File: config.mk
export PLATFORM = sky130hd
export DESIGN_NAME = vram_term_ctrl_flat
export DESIGN_NICKNAME = d
export VERILOG_FILES = /design/src/rtl/vram_term_ctrl_if.sv /design/src/rtl/vram_term_ctrl.sv /design/src/flat_wrapper.sv
export SDC_FILE = /design/constraint.sdc
export NUM_CORES = 1
export LEC_CHECK = 0
export ABC_AREA = 1
export BUFFER_PORTS_ARGS = -buffer_cell sky130_fd_sc_hd__buf_2
export CAP_MARGIN = 0
export CELL_PAD_IN_SITES_DETAIL_PLACEMENT = 1
export CELL_PAD_IN_SITES_GLOBAL_PLACEMENT = 2
export CORE_MARGIN = 8
export CORE_UTILIZATION = 29
export CTS_CLUSTER_SIZE = 40
export DETAILED_ROUTE_END_ITERATION = 10
export PLACE_DENSITY = 0.79
export SLEW_MARGIN = 20
export SYNTH_ARGS = -nofsm -noshare
export SYNTH_HDL_FRONTEND = slang
export SYNTH_SLANG_ARGS = --single-unit
File: constraint.sdc
create_clock -name clk -period 3.2 [get_ports clk]
set_input_delay 0.48 -clock clk [delete_from_list [all_inputs] [get_ports clk]]
set_output_delay 0.48 -clock clk [all_outputs]
set_load 0.05 [all_outputs]
File: src/rtl/vram_term_ctrl_if.sv
// ---------------------------------------------------------------------------
// naive_bus : simple request/grant memory bus used by the video terminal.
//
// Signals
//   rd_req  / rd_addr                    read request (master -> slave)
//   wr_req  / wr_addr / wr_be / wr_data  write request (master -> slave)
//   wr_gnt                               write grant (slave -> master); a
//                                        cycle with wr_req=1 and wr_gnt=1
//                                        completes one write
//
// Modports
//   master : drives requests, samples the grant
//   slave  : samples requests, drives the grant
// ---------------------------------------------------------------------------
interface naive_bus;
   logic        rd_req;
   logic [31:0] rd_addr;
   logic        wr_req;
   logic [31:0] wr_addr;
   logic [3:0]  wr_be;
   logic [31:0] wr_data;
   logic        wr_gnt;

   modport master (
      output rd_req,
      output rd_addr,
      output wr_req,
      output wr_addr,
      output wr_be,
      output wr_data,
      input  wr_gnt
   );

   modport slave (
      input  rd_req,
      input  rd_addr,
      input  wr_req,
      input  wr_addr,
      input  wr_be,
      input  wr_data,
      output wr_gnt
   );
endinterface

File: src/rtl/vram_term_ctrl.sv
// ---------------------------------------------------------------------------
// vram_term_ctrl : character terminal controller writing into video RAM.
//
// Accepts one ASCII character (or control code) at a time and turns it into
// byte writes on a naive_bus master port. Printable characters are written at
// the cursor, CR/LF/BS/FF move the cursor or clear the screen.
//
// Parameters
//   BASE_ADDR  byte address of cell (0,0)
//   COLS       characters per row
//   ROWS       rows per screen
//
// Ports
//   clk        single clock, rising edge
//   rst_n      asynchronous active-low reset
//   i_char     character / control code
//   i_valid    i_char valid (taken when o_ready=1)
//   o_ready    high only in IDLE
//   o_busy     high while a bus sequence runs
//   o_cur_col  cursor column
//   o_cur_row  cursor row
//   bus        naive_bus master (writes only; reads tied off)
//
// Build option
//   VRAM_TERM_AUTOCLR_EN  when defined, every row advance clears the new row
//                         (CLR_LINE state); when undefined, CLR_LINE is absent.
// ---------------------------------------------------------------------------
module vram_term_ctrl #(
   parameter logic [31:0] BASE_ADDR = 32'h0002_0000,
   parameter int          COLS      = 86,
   parameter int          ROWS      = 32
) (
   input  logic        clk,
   input  logic        rst_n,
   input  logic [7:0]  i_char,
   input  logic        i_valid,
   output logic        o_ready,
   output logic        o_busy,
   output logic [6:0]  o_cur_col,
   output logic [4:0]  o_cur_row,
   naive_bus.master    bus
);

   typedef enum logic [1:0] {
      IDLE     = 2'd0,
      PUT      = 2'd1,
`ifdef VRAM_TERM_AUTOCLR_EN
      CLR_LINE = 2'd2,
`endif
      CLR_ALL  = 2'd3
   } state_t;

   localparam logic [6:0]  LAST_COL  = 7'(COLS - 1);
   localparam logic [4:0]  LAST_ROW  = 5'(ROWS - 1);
   localparam logic [15:0] LAST_CELL = 16'(ROWS * COLS - 1);
`ifdef VRAM_TERM_AUTOCLR_EN
   localparam logic [15:0] LAST_LINE_IDX = 16'(COLS - 1);
`endif
   localparam logic [31:0] SPACE4    = 32'h2020_2020;

   state_t      r_state,   w_state;
   logic [6:0]  r_curCol,  w_curCol;
   logic [4:0]  r_curRow,  w_curRow;
   logic [6:0]  r_pendCol, w_pendCol;
   logic [4:0]  r_pendRow, w_pendRow;
   logic        r_wrReq,   w_wrReq;
   logic [31:0] r_wrAddr,  w_wrAddr;
   logic [3:0]  r_wrBe,    w_wrBe;
   logic [31:0] r_wrData,  w_wrData;
   logic [15:0] r_idx,     w_idx;
`ifdef VRAM_TERM_AUTOCLR_EN
   logic        r_pendClr, w_pendClr;
`endif

   // Byte address of a screen cell.
   function automatic logic [31:0] cellAddr(input logic [4:0] row, input logic [6:0] col);
      return BASE_ADDR + (32'(row) * 32'(COLS)) + 32'(col);
   endfunction

   // One-hot byte lane for a byte address.
   function automatic logic [3:0] laneBe(input logic [31:0] addr);
      return 4'b0001 << addr[1:0];
   endfunction

   // Row advance wraps from the last row back to the top.
   function automatic logic [4:0] rowAdvance(input logic [4:0] row);
      return (row == LAST_ROW) ? 5'd0 : row + 5'd1;
   endfunction

   // State and datapath registers. Reset abandons any write in flight: the
   // request drops immediately and nothing is remembered for a retry.
   always_ff @(posedge clk or negedge rst_n) begin
      if (!rst_n) begin
         r_state   <= IDLE;
         r_curCol  <= '0;
         r_curRow  <= '0;
         r_pendCol <= '0;
         r_pendRow <= '0;
         r_wrReq   <= 1'b0;
         r_wrAddr  <= '0;
         r_wrBe    <= '0;
         r_wrData  <= '0;
         r_idx     <= '0;
`ifdef VRAM_TERM_AUTOCLR_EN
         r_pendClr <= 1'b0;
`endif
      end else begin
         r_state   <= w_state;
         r_curCol  <= w_curCol;
         r_curRow  <= w_curRow;
         r_pendCol <= w_pendCol;
         r_pendRow <= w_pendRow;
         r_wrReq   <= w_wrReq;
         r_wrAddr  <= w_wrAddr;
         r_wrBe    <= w_wrBe;
         r_wrData  <= w_wrData;
         r_idx     <= w_idx;
`ifdef VRAM_TERM_AUTOCLR_EN
         r_pendClr <= w_pendClr;
`endif
      end
   end

   // Next-state logic. Bus fields are loaded only when a new write starts
   // and otherwise hold, so they stay stable until the grant arrives. A
   // single PUT write keeps its post-write cursor in r_pend*, applied on the
   // grant. Clears walk r_idx one cell per grant; cells are contiguous so
   // the address simply increments.
   always_comb begin
      w_state   = r_state;
      w_curCol  = r_curCol;
      w_curRow  = r_curRow;
      w_pendCol = r_pendCol;
      w_pendRow = r_pendRow;
      w_wrReq   = r_wrReq;
      w_wrAddr  = r_wrAddr;
      w_wrBe    = r_wrBe;
      w_wrData  = r_wrData;
      w_idx     = r_idx;
`ifdef VRAM_TERM_AUTOCLR_EN
      w_pendClr = r_pendClr;
`endif

      case (r_state)
         IDLE: begin
            if (i_valid) begin
               case (i_char)
                  8'h0D: begin
                     w_curCol = '0;
                  end
                  8'h0A: begin
                     w_curCol = '0;
                     w_curRow = rowAdvance(r_curRow);
`ifdef VRAM_TERM_AUTOCLR_EN
                     w_state  = CLR_LINE;
                     w_idx    = '0;
                     w_wrReq  = 1'b1;
                     w_wrAddr = cellAddr(rowAdvance(r_curRow), 7'd0);
                     w_wrBe   = laneBe(w_wrAddr);
                     w_wrData = SPACE4;
`endif
                  end
                  8'h08: begin
                     if (r_curCol != 7'd0) begin
                        w_state   = PUT;
                        w_pendCol = r_curCol - 7'd1;
                        w_pendRow = r_curRow;
                        w_wrReq   = 1'b1;
                        w_wrAddr  = cellAddr(r_curRow, r_curCol - 7'd1);
                        w_wrBe    = laneBe(w_wrAddr);
                        w_wrData  = SPACE4;
`ifdef VRAM_TERM_AUTOCLR_EN
                        w_pendClr = 1'b0;
`endif
                     end
                  end
                  8'h0C: begin
                     w_state  = CLR_ALL;
                     w_idx    = '0;
                     w_wrReq  = 1'b1;
                     w_wrAddr = BASE_ADDR;
                     w_wrBe   = laneBe(w_wrAddr);
                     w_wrData = SPACE4;
                  end
                  default: begin
                     w_state  = PUT;
                     w_wrReq  = 1'b1;
                     w_wrAddr = cellAddr(r_curRow, r_curCol);
                     w_wrBe   = laneBe(w_wrAddr);
                     w_wrData = {4{i_char}};
                     if (r_curCol == LAST_COL) begin
                        w_pendCol = '0;
                        w_pendRow = rowAdvance(r_curRow);
`ifdef VRAM_TERM_AUTOCLR_EN
                        w_pendClr = 1'b1;
`endif
                     end else begin
                        w_pendCol = r_curCol + 7'd1;
                        w_pendRow = r_curRow;
`ifdef VRAM_TERM_AUTOCLR_EN
                        w_pendClr = 1'b0;
`endif
                     end
                  end
               endcase
            end
         end

         PUT: begin
            if (bus.wr_gnt) begin
               w_curCol = r_pendCol;
               w_curRow = r_pendRow;
               w_wrReq  = 1'b0;
               w_state  = IDLE;
`ifdef VRAM_TERM_AUTOCLR_EN
               if (r_pendClr) begin
                  w_state  = CLR_LINE;
                  w_idx    = '0;
                  w_wrReq  = 1'b1;
                  w_wrAddr = cellAddr(r_pendRow, 7'd0);
                  w_wrBe   = laneBe(w_wrAddr);
                  w_wrData = SPACE4;
               end
`endif
            end
         end

`ifdef VRAM_TERM_AUTOCLR_EN
         CLR_LINE: begin
            if (bus.wr_gnt) begin
               if (r_idx == LAST_LINE_IDX) begin
                  w_wrReq = 1'b0;
                  w_state = IDLE;
               end else begin
                  w_idx    = r_idx + 16'd1;
                  w_wrAddr = r_wrAddr + 32'd1;
                  w_wrBe   = laneBe(w_wrAddr);
               end
            end
         end
`endif

         CLR_ALL: begin
            if (bus.wr_gnt) begin
               if (r_idx == LAST_CELL) begin
                  w_wrReq  = 1'b0;
                  w_state  = IDLE;
                  w_curCol = '0;
                  w_curRow = '0;
               end else begin
                  w_idx    = r_idx + 16'd1;
                  w_wrAddr = r_wrAddr + 32'd1;
                  w_wrBe   = laneBe(w_wrAddr);
               end
            end
         end

         default: begin
            w_state = IDLE;
            w_wrReq = 1'b0;
         end
      endcase
   end

   assign o_ready     = (r_state == IDLE);
   assign o_busy      = (r_state != IDLE);
   assign o_cur_col   = r_curCol;
   assign o_cur_row   = r_curRow;

   assign bus.rd_req  = 1'b0;
   assign bus.rd_addr = '0;
   assign bus.wr_req  = r_wrReq;
   assign bus.wr_addr = r_wrAddr;
   assign bus.wr_be   = r_wrBe;
   assign bus.wr_data = r_wrData;

endmodule

File: src/flat_wrapper.sv
// flat-port wrapper written by rule: the top's interface ports become plain ports
module vram_term_ctrl_flat 
#(
   parameter logic [31:0] BASE_ADDR = 32'h0002_0000,
   parameter int          COLS      = 86,
   parameter int          ROWS      = 32
)
  (clk, rst_n, i_char, i_valid, o_ready, o_busy, o_cur_col, o_cur_row, bus_rd_req, bus_rd_addr, bus_wr_req, bus_wr_addr, bus_wr_be, bus_wr_data, bus_wr_gnt);
  naive_bus bus_i ();
  input  logic clk;
  input  logic rst_n;
  input  logic [7:0] i_char;
  input  logic i_valid;
  output logic o_ready;
  output logic o_busy;
  output logic [6:0] o_cur_col;
  output logic [4:0] o_cur_row;
  output wire logic [$bits(bus_i.rd_req)-1:0] bus_rd_req;
  output wire logic [$bits(bus_i.rd_addr)-1:0] bus_rd_addr;
  output wire logic [$bits(bus_i.wr_req)-1:0] bus_wr_req;
  output wire logic [$bits(bus_i.wr_addr)-1:0] bus_wr_addr;
  output wire logic [$bits(bus_i.wr_be)-1:0] bus_wr_be;
  output wire logic [$bits(bus_i.wr_data)-1:0] bus_wr_data;
  input wire logic [$bits(bus_i.wr_gnt)-1:0] bus_wr_gnt;
  assign bus_rd_req = bus_i.rd_req;
  assign bus_rd_addr = bus_i.rd_addr;
  assign bus_wr_req = bus_i.wr_req;
  assign bus_wr_addr = bus_i.wr_addr;
  assign bus_wr_be = bus_i.wr_be;
  assign bus_wr_data = bus_i.wr_data;
  assign bus_i.wr_gnt = bus_wr_gnt;
  vram_term_ctrl #(.BASE_ADDR(BASE_ADDR), .COLS(COLS), .ROWS(ROWS)) u_core (.clk(clk), .rst_n(rst_n), .i_char(i_char), .i_valid(i_valid), .o_ready(o_ready), .o_busy(o_busy), .o_cur_col(o_cur_col), .o_cur_row(o_cur_row), .bus(bus_i));
endmodule
; ---- Word-level counts from Yosys, hierarchy flattened
; Index checks and enable logic that the tools add are counted.
[op_classes]
addsub = 8
mul = 1
eq_ne = 20
n_shift = 3
mux = 52
bitwise = 2
reduce_logical = 14
[ops]
columns = operator, count
row1 = one-hot mux 32 bit (3 select lines), 2
row2 = two-way mux 32 bit, 5
row3 = adder 32 x 7 -> 32 bit, 2
row4 = two-way mux 16 bit, 4
row5 = one-hot mux 32 bit (2 select lines), 1
row6 = two-way mux 7 bit, 7
row7 = two-way mux 5 bit, 8
row8 = "adder 32 x 1 -> 32 bit, second input constant", 1
row9 = "== test 8 x 4 -> 1 bit, second input constant", 4
row10 = one-hot mux 16 bit (2 select lines), 1
row11 = AND reduction 6 bit, 4
row12 = one-hot mux 7 bit (3 select lines), 1
row13 = "adder 18 x 12 -> 19 bit, first input constant", 1
row14 = "adder 16 x 1 -> 16 bit, second input constant", 1
row15 = "== test 16 x 12 -> 1 bit, second input constant", 1
row16 = two-way mux 4 bit, 4
row17 = one-hot mux 5 bit (3 select lines), 1
row18 = one-hot mux 7 bit (2 select lines), 1
row19 = "inequality test 2 bit, second input constant", 6
row20 = one-hot mux 2 bit (3 select lines), 2
row21 = one-hot mux 4 bit (3 select lines), 1
row22 = "left shift 1 x 2 -> 4 bit, first input constant", 3
row23 = "multiplier 5 x 6 -> 11 bit, second input constant", 1
row24 = two-way mux 2 bit, 5
row25 = other kinds (23), 33
[totals]
reg_bits = 111
in_bits = 12

; ---- Logic depth before layout (Yosys ltp)
[logic_depth]
word_depth = 8
ltp_mapped = 21
ltp_nobuf = 21

; ---- Worst setup path after synthesis
; OpenSTA, ideal clock, no wires.
[synth_timing]
kind = reg-to-reg
from = register u_core.r_curRow[2] (netlist: u_core.o_cur_row[2])
to = register u_core.r_wrAddr[11] (netlist: u_core.bus.wr_addr[11])
t_arrival_ns = 3.433
path_slack_ns = -0.310
stages_incl_launch_ff = 20
path_cell_list = dfrtp_1 ha_1 inv_1 fa_1 fa_1 inv_1 xor2_1 ha_1 nand2_1 nor2_1 nand2_1 nand3_1 nand2_1 nor2_1 nand2_1 nand2_1 nand3_1 nand2_1 nand2_1 a21oi_1
[synth_via]
elab_chain_cells = 7
elab_cells_between_ends = 8
[synth_lines]
columns = item, line
row1 = from (decl), vram_term_ctrl.sv:63  ; logic [4:0] r_curRow, w_curRow;
row2 = from (signal assigned), vram_term_ctrl.sv:110  ; r_curRow <= w_curRow;
row3 = multiplier 5 x 6 -> 11 bit *, vram_term_ctrl.sv:77  ; return BASE_ADDR + (32'(row) * 32'(COLS)) + 32'(col);
row4 = adder 18 x 12 -> 19 bit *, vram_term_ctrl.sv:77
row5 = adder 32 x 7 -> 32 bit, vram_term_ctrl.sv:77
row6 = two-way mux 32 bit, vram_term_ctrl.sv:164  ; if (r_curCol != 7'd0) begin
row7 = one-hot mux 32 bit (3 select lines) *, vram_term_ctrl.sv:147  ; case (i_char)
row8 = two-way mux 32 bit *, vram_term_ctrl.sv:146  ; if (i_valid) begin
row9 = one-hot mux 32 bit (2 select lines) *, vram_term_ctrl.sv:144  ; case (r_state)
row10 = to (signal assigned), vram_term_ctrl.sv:114  ; r_wrAddr <= w_wrAddr;
row11 = to (decl), vram_term_ctrl.sv:67  ; logic [31:0] r_wrAddr, w_wrAddr;
; Every way passes the cells marked *; elsewhere a longest branch is shown, timed or not. The select of a mux whose other input is x is not followed.
; A chain may end at the register's enable or synchronous reset.

; ---- Worst setup path in the final report
[layout_timing]
from = register u_core.r_curRow[3] (netlist: u_core.o_cur_row[3])
to = register u_core.r_wrAddr[11] (netlist: u_core.bus.wr_addr[11])
; Same word-level chain as after synthesis.

==> out/results.env <==
DP_HPWL_MM=17.9
DELAY_OF_THE_SLOWEST_CRITICAL_PATH_STAGE_NS=0.52
CLOCK.FMAX_MHz=310
OVERFLOW=0
CP_NUM_CELLS=21
SYNTH_ENABLE_FLOP_CELLS=0
WORST_PATH_DOMINANT_CELL_FAMILY='adder cells'
HP-CLASS='primary input to asynchronous set/reset pin'
CRITICAL-PATH-TOP-CELL-BY-COUNT='sky130_fd_sc_hd__nand2_1'
PATH_MAX_FANOUT=4
ANTENNADIODECOUNT=0
SYNTH_TOP_AREA_SHARE_PCT=30.0
BIGGEST_AREA_CONSUMER_AMONG_SYNTHESIZED_CELLS='sky130_fd_sc_hd__dfrtp_1'
SYNTH_TOP_FLOP_CELL='sky130_fd_sc_hd__dfrtp_1'
CTS.SINK_COUNT=86
TIGHTEST_SLEW_NS=0.709
WORST_SETUP_PATH_END_KIND='flip-flop'
CORE_AREA_UM2=24300
TOTAL_DIE_AREA_UM2=30000
TOTALWIRELENGTH_MM=23.2
GRT_SETUP_UNREPAIRED='yes'
R2R_WORST_PATH_DEPTH=21
PORT_BUFFERS=94
CRITPATHREQUIREDTIME_NS=3.48
CP_SLOWEST_CELL='sky130_fd_sc_hd__fa_2'
HOLD_VIOL_FINAL=0
ROUTE.DETAILED.DRC=0
SYN_TO_FINAL_GROWTH_PCT=19.0
SYNTH_SEQ_CELLS=86
MAX-SLEW-MARGIN-REL_PCT=52.6
FIN_WORST_SKEW_NS=0.00897
CP_CELL_SEQUENCE='ha_4 > inv_2 > fa_2 > inv_2 > ha_4 > nand3_4 > nand2_4 > xor2_4 > ha_4 > nand2_4 > nor2_4 > nand2_2 > nand3_2 > nand2_4 > nor2_4 > nand2_1 > nand2_1 > nand3_1 > nand2_1 > nand2_1 > a21oi_1'
SYNTH-SIMPLE-AREA-SHARE_PCT=29.9
FIN_NETS=1157
CLOCK_TREE.HTREE_LEVEL_COUNT=3
IO_PINS=128
REGTOREGSETUPSLACK_NS=-0.02
TIMING.FINAL.WS_SETUP_NS=-0.0235
SYNTH_TOP_FAMILY_BY_AREA='simple AND/OR/NAND/NOR gates'
FILLERINSTANCES=3069
YOSYS-TOP-CELLS-AREA='sky130_fd_sc_hd__dfrtp_1 30%, sky130_fd_sc_hd__nand2_1 13%, sky130_fd_sc_hd__ha_1 6.8%, sky130_fd_sc_hd__buf_4 6.3%, sky130_fd_sc_hd__inv_1 5.4%'
ROUTED_WIRE_LENGTH_PER_INSTANCE_UM=16.3
PATH_CLASS='flip-flop to flip-flop'
GRT_MAX_DEGREE=47
MIN_PERIOD_NS=3.22
POST_SYNTH_INSTANCE_AREA_UM2=7160
SYNTH.AREA.MUX_SHARE_PCT=0
CP_BUFS_INVS=2
DETAIL_ROUTE.ITER0.VIOLATIONS=373
SYNTHMOSTINSTANTIATEDCELL='sky130_fd_sc_hd__nand2_1'
GP_CONGESTION=0.838
FIRST_GLOBAL_VIAS=7092
NETLIST-CELL-TYPE-COUNT=47
DIE_Y_UM=173
INSERTION_DELAY_NS=0.35
SYNTH_SEQ_AREA_SHARE_PCT=30.0
SYNTHESIZED_NETLIST_CELL_COUNT=1007
SYNTHESIZED_AREA_PER_CELL_UM2=7.11
CTS_ROOT_BUF='sky130_fd_sc_hd__clkbuf_16'
ANTENNA_FOUND_INITIAL=0
CTS-HOLD-FIX-BUFFERS=0
GRT_FIRST_PASS_WIRELENGTH_MM=37.7
DRV.MAX_CAP_VIOLATION_COUNT=0
SETUP.WORST_PATH.START_CLASS='flip-flop'
ROUTE.VIAS.TOTAL=6830
GRTUSAGETOTAL_PCT=15.2
RUN_STATUS='finished, violations left'
YOSYS.AREA_SHARE.XOR_XNOR_PCT=5.26
TRITONCTS='built'
ROUTE.DETAILED.VIAS_PER_INST=4.78
ROUTE.ANTENNA.REMAINING_NETS=0
LAYOUT-DRIVE-GT1-SHARE_PCT=20.8
DPL_WORST_SLACK_NS=-0.120
TIMING.FINAL.SETUP_VIOLATIONS=3
CLKTRANSATPATHREGS_NS=0.07
SYNTH_COMPOUND_GATE_AREA_SHARE_PCT=12.6
YOSYS.AREA_SHARE.ADDER_PCT=8.49
DIE_WIDTH_UM=173
PLACEMENTROWS=57
SYNTH-ASYNC-RESET-RATIO_PCT=100
DETAILEDROUTE.FIRSTPASSITERATIONCOUNT=4
INITIAL_UTILIZATION_PCT=29.5
FAILING_CHECKS='setup timing'
YS_WARN_COUNT=0
MIN_PERIOD_OVER_PERIOD_PCT=101
CTS-ROOT-TO-SINK-BUFFERS=2
SYNTH_COMMON_CELLS='256 x sky130_fd_sc_hd__nand2_1, 103 x sky130_fd_sc_hd__inv_1, 86 x sky130_fd_sc_hd__dfrtp_1, 76 x sky130_fd_sc_hd__nor2_1, 74 x sky130_fd_sc_hd__nand3_1'
FINAL_MAX_SLEW_VIOL_COUNT=0
CTS_BUFFERS=9
CRITICAL_PATH_ARRIVAL_NS=3.50
## cells in the final DEF (no fill, tap or decap), types with 5 or more instances in the layout
| master | synthesis | routed |
|---|---|---|
| sky130_fd_sc_hd__a21oi_1 | 36 | 32 |
| sky130_fd_sc_hd__buf_2 | 10 | 93 |
| sky130_fd_sc_hd__buf_4 | 60 | 37 |
| sky130_fd_sc_hd__clkbuf_16 | 0 | 9 |
| sky130_fd_sc_hd__conb_1 | 1 | 33 |
| sky130_fd_sc_hd__dfrtp_1 | 86 | 82 |
| sky130_fd_sc_hd__ha_1 | 39 | 28 |
| sky130_fd_sc_hd__ha_4 | 0 | 9 |
| sky130_fd_sc_hd__inv_1 | 103 | 99 |
| sky130_fd_sc_hd__inv_2 | 6 | 9 |
| sky130_fd_sc_hd__nand2_1 | 256 | 242 |
| sky130_fd_sc_hd__nand2_2 | 4 | 14 |
| sky130_fd_sc_hd__nand2_4 | 1 | 5 |
| sky130_fd_sc_hd__nand3_1 | 74 | 68 |
| sky130_fd_sc_hd__nand3_2 | 1 | 6 |
| sky130_fd_sc_hd__nand4_1 | 21 | 21 |
| sky130_fd_sc_hd__nor2_1 | 76 | 70 |
| sky130_fd_sc_hd__nor2_2 | 2 | 5 |
| sky130_fd_sc_hd__nor2_4 | 3 | 6 |
| sky130_fd_sc_hd__nor3_1 | 27 | 27 |
| sky130_fd_sc_hd__o211ai_1 | 5 | 5 |
| sky130_fd_sc_hd__o21ai_0 | 68 | 67 |
| sky130_fd_sc_hd__o22ai_1 | 8 | 8 |
| sky130_fd_sc_hd__o31ai_1 | 24 | 24 |
| sky130_fd_sc_hd__xnor2_1 | 11 | 11 |
| sky130_fd_sc_hd__xor2_1 | 32 | 30 |
## worst register-to-register path, cell delays in order, from the launching register on
cell and delay [ns]:
sky130_fd_sc_hd__dfrtp_2 0.44, sky130_fd_sc_hd__ha_4 0.27, sky130_fd_sc_hd__inv_2 0.03, sky130_fd_sc_hd__fa_2 0.52
sky130_fd_sc_hd__inv_2 0.04, sky130_fd_sc_hd__ha_4 0.26, sky130_fd_sc_hd__nand3_4 0.08, sky130_fd_sc_hd__nand2_4 0.07
sky130_fd_sc_hd__xor2_4 0.21, sky130_fd_sc_hd__ha_4 0.31, sky130_fd_sc_hd__nand2_4 0.06, sky130_fd_sc_hd__nor2_4 0.10
sky130_fd_sc_hd__nand2_2 0.07, sky130_fd_sc_hd__nand3_2 0.10, sky130_fd_sc_hd__nand2_4 0.06, sky130_fd_sc_hd__nor2_4 0.10
sky130_fd_sc_hd__nand2_1 0.07, sky130_fd_sc_hd__nand2_1 0.07, sky130_fd_sc_hd__nand3_1 0.06, sky130_fd_sc_hd__nand2_1 0.07
sky130_fd_sc_hd__nand2_1 0.04, sky130_fd_sc_hd__a21oi_1 0.12
## per-stage QoR
| stage | cells | setup TNS [ns] | utilization (%) | hold WS, ns | instance area, um^2 |
|---|---|---|---|---|---|
| 6_report | 1428 | -0.0387 | 35.0 | 0.116 | 8520 |
| 2_1_floorplan | 1039 | -0.0738 | - | 0.184 | 7310 |
| 3_3_place_gp | 1402 | 0 | 32.3 | 0.465 | 7850 |
| 5_1_grt | 1428 | -1.05 | 35.0 | 0.147 | 8520 |
| 3_5_place_dp | 1402 | -0.309 | 32.3 | 0.468 | 7850 |
| 4_1_cts | 1422 | -0.232 | 33.9 | 0.130 | 8240 |
## final timing paths
path | from | to
max in group asynchronous | rst_n | u_core.r_idx[4]
min in group clk | i_char[7] | u_core.bus.wr_data[23]
hold / removal | rst_n | u_core.r_idx[7]
hold reg to reg | u_core.bus.wr_be[0] | u_core.bus.wr_be[0]
setup / recovery | u_core.o_cur_row[3] | u_core.bus.wr_addr[11]
setup reg to reg | u_core.o_cur_row[3] | u_core.bus.wr_addr[11]
## kinds of logic after synthesis
kind of cell / Yosys count
xor gates and xnor gates: 43
other: 1
buffers and inverters: 192
adders and majority gates: 45
AOI/OAI and AO/OA: 155
and+or+nand+nor: 485
DFF: 86
## flip-flops by register name, summed over array words and instances (netlist names)
name and count:
u_core.bus.wr_addr 32, u_core.bus.wr_be 4, u_core.bus.wr_data 8, u_core.o_cur_col 7
u_core.o_cur_row 5, u_core.r_idx 16, u_core.r_pendCol 7, u_core.r_pendRow 5
u_core.r_state 2
## routing by layer
metal	global-route usage, %	wire [um]
met5	0	0
met4	3.31	225
met3	2.64	577
met2	26.6	11600
met1	19.2	10800
## what timing repair did
action / in CTS / in global routing
pin swaps: 13 / 28
setup endpoints to repair: 4 / 7
buffers inserted: 5 / 6
resized for setup: 9 / 48
## layout make-up
cell class | count | area [um^2] | area share (%)
Tap cell | 324 | 405 | 4.76
Timing Repair Buffer | 132 | 783 | 9.19
Clock inverter | 5 | 66.3 | 0.778
Multi-Input combinational cell | 761 | 4460 | 52.3
Clock buffer | 10 | 239 | 2.80
Sequential cell | 86 | 2160 | 25.3
Inverter | 110 | 415 | 4.87
Power is left out: the tool's default activity adds up to more than one toggle a clock period on the data nets, which glitch-free logic cannot reach.
